## src/rtl/cm0_mtx_in_stage.sv

```systemverilog
// Bus-matrix input stage: holds an address phase the output stage
// cannot take yet and stalls the master until it is issued.
module cm0_mtx_in_stage #(
  parameter int ADDR_W = 32
) (
  input  logic              HCLK,
  input  logic              HRESETn,
  input  logic              HSELS,
  input  logic [ADDR_W-1:0] HADDRS,
  input  logic [1:0]        HTRANSS,
  input  logic              HWRITES,
  input  logic [2:0]        HSIZES,
  input  logic [2:0]        HBURSTS,
  input  logic [3:0]        HPROTS,
  input  logic              HMASTLOCKS,
  input  logic              HREADYS,
  output logic              HREADYOUTS,
  output logic              HRESPS,
  output logic              HSELI,
  output logic [ADDR_W-1:0] HADDRI,
  output logic [1:0]        HTRANSI,
  output logic              HWRITEI,
  output logic [2:0]        HSIZEI,
  output logic [2:0]        HBURSTI,
  output logic [3:0]        HPROTI,
  output logic              HMASTLOCKI,
  output logic              req_port,
  input  logic              addr_active,
  input  logic              data_active,
  input  logic              HREADYM,
  input  logic              HRESPM
);

  typedef struct packed {
    logic              sel;
    logic [ADDR_W-1:0] addr;
    logic [1:0]        trans;
    logic              write;
    logic [2:0]        size;
    logic [2:0]        burst;
    logic [3:0]        prot;
    logic              lock;
  } addr_ph_t;

  logic     valid_tran;
  logic     issue;
  logic     capture;
  logic     held_tran;
  logic     held_nxt;
  addr_ph_t live_ph;
  addr_ph_t hold_ph;
  addr_ph_t out_ph;

  assign valid_tran = HSELS & HREADYS & HTRANSS[1];
  assign issue      = addr_active & HREADYM;
  assign capture    = valid_tran & ~issue;

  assign live_ph = '{
    sel:   HSELS & HREADYS,
    addr:  HADDRS,
    trans: HTRANSS,
    write: HWRITES,
    size:  HSIZES,
    burst: HBURSTS,
    prot:  HPROTS,
    lock:  HMASTLOCKS
  };

  always_comb begin
    held_nxt = held_tran;
    unique case (1'b1)
      capture:           held_nxt = 1'b1;
      held_tran & issue: held_nxt = 1'b0;
      default:           held_nxt = held_tran;
    endcase
  end

  always_ff @(posedge HCLK or negedge HRESETn) begin
    if (!HRESETn) begin
      held_tran <= 1'b0;
    end else begin
      held_tran <= held_nxt;
    end
  end

  // Only a transfer that is actually being stalled is captured.
  always_ff @(posedge HCLK or negedge HRESETn) begin
    if (!HRESETn) begin
      hold_ph <= '0;
    end else if (capture) begin
      hold_ph <= live_ph;
    end
  end

  assign out_ph = held_tran ? hold_ph : live_ph;

  assign HSELI      = out_ph.sel;
  assign HADDRI     = out_ph.addr;
  assign HTRANSI    = out_ph.trans;
  assign HWRITEI    = out_ph.write;
  assign HSIZEI     = out_ph.size;
  assign HBURSTI    = out_ph.burst;
  assign HPROTI     = out_ph.prot;
  assign HMASTLOCKI = out_ph.lock;

  assign req_port = held_tran | valid_tran;

  always_comb begin
    HREADYOUTS = 1'b1;
    HRESPS     = 1'b0;
    unique case (1'b1)
      held_tran: begin
        HREADYOUTS = 1'b0;
        HRESPS     = 1'b0;
      end
      data_active: begin
        HREADYOUTS = HREADYM;
        HRESPS     = HRESPM;
      end
      default: begin
        HREADYOUTS = 1'b1;
        HRESPS     = 1'b0;
      end
    endcase
  end

endmodule
```

## config.mk

```make
export PLATFORM = sky130hd
export DESIGN_NAME = cm0_mtx_in_stage
export DESIGN_NICKNAME = d
export VERILOG_FILES = /design/src/rtl/cm0_mtx_in_stage.sv
export SDC_FILE = /design/constraint.sdc
export NUM_CORES = 1
export LEC_CHECK = 0
export ABC_CLOCK_PERIOD_IN_PS = 3600
export BUFFER_PORTS_ARGS = -buffer_cell sky130_fd_sc_hd__buf_2
export CAP_MARGIN = 20
export CORE_UTILIZATION = 49
export DETAILED_ROUTE_END_ITERATION = 8
export PLACE_DENSITY = 0.82
export SLEW_MARGIN = 15
export SYNTH_ARGS = -nofsm -noshare
export SYNTH_HDL_FRONTEND = slang
export SYNTH_SLANG_ARGS = --single-unit
```

## constraint.sdc

```tcl
create_clock -name HCLK -period 3.6 [get_ports HCLK]
set_input_delay 0.9 -clock HCLK [delete_from_list [all_inputs] [get_ports HCLK]]
set_output_delay 0.9 -clock HCLK [all_outputs]
set_load 0.005 [all_outputs]
```

# --- Yosys cells after proc, flatten, opt, wreduce, memory -nomap -nowiden ---
# Index checks and enable logic that the tools add are counted.
totals:
  register_bits: 48
  inputBits: 54
  elab_cells: 21
classes:
  n_mux: 4
  bitwise_logic: 7
  reduce_logical: 1
ops:
  columns: ["operator", "count"]
  rows:
  - ["$mux W47", 1]
  - ["$and A1 B1 Y1", 5]
  - ["$pmux W1 S2", 2]
  - ["$reduce_bool A2 Y1", 1]
  - ["$mux W1", 1]
  - ["$not A1 Y1", 1]
  - ["$or A1 B1 Y1", 1]

# --- Logic depth before layout (Yosys ltp) ---
depth:
  ltp_word: 4
  ltp_mapped: 5
  mapped_depth_nobuf: 3

# --- Worst setup path after synthesis ---
# No wires, ideal clock.
synth_path:
  path_type: "in2out"
  start: "input HADDRS[0]"
  end: "output HADDRI[0]"
  t_arrival_ns: 1.152
  t_required_ns: 2.700
  setup_slack_ns: 1.548
  cell_stages: 1
  n_path_buf: 0
  path_cell_list: "mux2_2"
synth_between:
  elab_chain_len: 1
synth_rtl:
  columns: ["element", "line_no", "rtl"]
  rows:
  - ["start, declared", "9", "input logic [ADDR_W-1:0] HADDRS,"]
  - ["$mux W47", "95", "assign out_ph = held_tran ? hold_ph : live_ph;"]
  - ["end, declared", "20", "output logic [ADDR_W-1:0] HADDRI,"]
# No other way between the ends.

# --- Worst setup path after layout ---
layout_path:
  start: "register held_tran"
  end: "output HADDRI[13]"
layout_between:
  elab_chain_len: 1
layout_rtl:
  columns: ["element", "line_no", "rtl"]
  rows:
  - ["start, declared", "48", "logic held_tran;"]
  - ["start signal, assigned", "82", "held_tran <= held_nxt;"]
  - ["$mux W47", "95", null]
# No other way between the ends.

==> metrics.txt <==
largest net degree at the start of global routing=38; startpoint types=flop; CP max FO=30; CTS resizes=0; final number of hold-violating endpoints=0; RR Startpoint=held_tran; top cells by area, synth=dfrtp_1 (49%), mux2_2 (29%), mux2_4 (17%); setup_tns=0 ns; DP HPWL=3.48 mm; ratio of cells with drive above 1 in the final layout=0.774; FF-to-FF End=held_tran; hold worst-path end=hold_ph[13]; mean area per synthesized cell=between 15 and 20 um^2; routability cong.=approximately 0.73; number of max-cap violations=0; hold wc startpoint=hold_ph[13]; setup repair after global routing missed its margin=false; share of the synthesized area in the top cell type=0.485; Ant. Diodes=0; cell-internal power=1080 uW; depth of the CTS H-tree=2; GR Overflow Total=0; R2R cell count=3; Port-buffer cells=103; final setup margin=0.842 ns; Comb power frac=0.278; sequential power share=0.497; clock-pin slew on the worst setup and hold paths=roughly 0.080 ns; Max Clock Freq=approximately 360 MHz; core area=around 4800 um^2; Ys Warns=0; worst slew pin tran=approximately 0.85 ns; CP arrival=~1.9 ns; Hold Path Class=reg2reg; final-report setup violation count=0; synthesized area=about 2500 um^2; Post-Place Worst Slack=between 0.9 and 1 ns; initial core utilization=0.517; TritonCTS clock tree=built; initial antenna violation count=0; Leak=~0.0016 uW; # DRC=0; Yosys top cell by area=dfrtp_1; relative slew slack=0.433; Vias=1668; worst hold path depth=1; status=complete, no violations; Synth cell types=12; Area Growth Syn to Fin=26.4%; Initial DRT Pass Iterations=4; total CTS buffers=5; Final Skew=0 ns; Iteration-0 DRC Markers=slightly above 60; DR WL/cell=roughly 14 um; CTS Sinks=48; final worst path period share=0.766; synthesis-stage register bit count=48; Die Width=around 73 um; global-route wire length before repair=7.55 mm; syn_nets=216; Mapped Cells=about 160; row count=25; die area=roughly 5300 um^2; CTS Root Buffer Type=clkbuf_8; PwrDens=roughly 460 nW/um^2; Sw Ratio=0.253; R2R setup slack=2.20 ns; post-layout minimum cycle time=~2.8 ns; critical path endpoint category=output pin; Vias/cell=5.01; final core utilization=0.654; Critical Path RT=~2.7 ns; sequential share of the synthesized area=0.485; Post-Route WL=4.72 mm; IO Pins=between 100 and 150; Clk pwr share=0.225; Final #Nets=319; vias in the first global route=approximately 1600; Post-DRT Antenna Nets=0; VDD IR max=around 0.00023 V; NetSw=around 370 uW; final-report max-slew violation count=0; Die H=approximately 73 um; Skew-Pair Late Insertion Delay=between 0.2 and 0.3 ns; post-CTS setup repair buffer count=0; hold buffers post-CTS=0; Max Root-Sink Buffers=2; # fillers=roughly 380; GRT Util Overall=0.189; worst setup path category=reg2out
kinds of logic after synthesis:
| family | count (synthesis) | share of synthesized area |
|---|---|---|
| simple gates | 9 | 0.0187 |
| compound gates | 3 | 0.00758 |
| mux | 91 | 0.457 |
| buf+inv | 11 | 0.0318 |
| flops | 48 | 0.485 |
per-stage QoR:
| stage | area (um^2) | total power (uW) | instances | hold slack, ns |
|---|---|---|---|---|
| finish | 3130 | 1450 | 333 | 0.474 |
| global route | 3130 | 1530 | 333 | 0.516 |
| CTS | 3130 | 1470 | 333 | 0.475 |
| detailed placement | 3040 | 1130 | 325 | 0.450 |
| global placement | 3040 | 1120 | 325 | 0.449 |
| floorplan | 2470 | 975 | 162 | 0.428 |
cells in the final DEF, fill, tap and decap left out, drive strengths merged:
cell	instances
buf	107
mux2	91
dfrtp	48
clkbuf	8
nand2	4
o21ai	2
and2	2
nand2b	2
a31o	1
nand4	1
sequential cells by signal, summed over array words and instances (netlist names):
signal / cells
hold_ph: 47
held_tran: 1
area by class of cell:
cell class              count  area, um^2  area share
well taps                  67        83.8      0.0268
clock buffers               8        90.1      0.0288
flip-flops and latches     48        1200       0.384
multi-input cells         103        1190       0.382
repair buffers            107         558       0.178
how the worst max path moves through the flow:
stage,cells after the start,to,startpoint,slack [ns]
after global placement,5,hold_ph[3],HREADYM,0.95
after floorplan,1,HADDRI[0],HADDRS[0],1.55
final,3,HADDRI[13],held_tran,0.84
after global routing,3,HADDRI[2],held_tran,0.71
after CTS,3,HADDRI[13],held_tran,0.81
after detailed placement,5,hold_ph[44],HREADYM,0.92
per-layer routing:
| metal | GRT usage | part of all wire | vias up |
|---|---|---|---|
| met5 | 0 | 0 | - |
| met4 | 0.0566 | 0.0049 | 0 |
| met3 | 0.0539 | 0.054 | 4 |
| met2 | 0.323 | 0.51 | 56 |
| met1 | 0.229 | 0.43 | 819 |
| li1 | - | - | 789 |
worst max-delay path, stage by stage (launching register included):
cell and delay [ns]:
dfrtp_2 0.77, buf_4 0.31, mux2_2 0.35, buf_2 0.13
cells in the mapped netlist:
cell,number
nand2_1,4
nand2b_1,2
mux2_2,63
and2_1,2
buf_6,4
mux2_4,28
dfrtp_1,48
a31o_2,1
clkbuf_1,1
buf_2,6
o21ai_0,2
nand4_1,1
power groups by stage:
stage                     Clock [uW]  Combinational, uW  Sequential (uW)
final                            325                402              719
after global routing             357                437              734
after CTS                        338                408              719
after detailed placement           0                407              727
after global placement             0                395              724
after floorplan                    0                281              694
(Power assumes the default switching activity.)
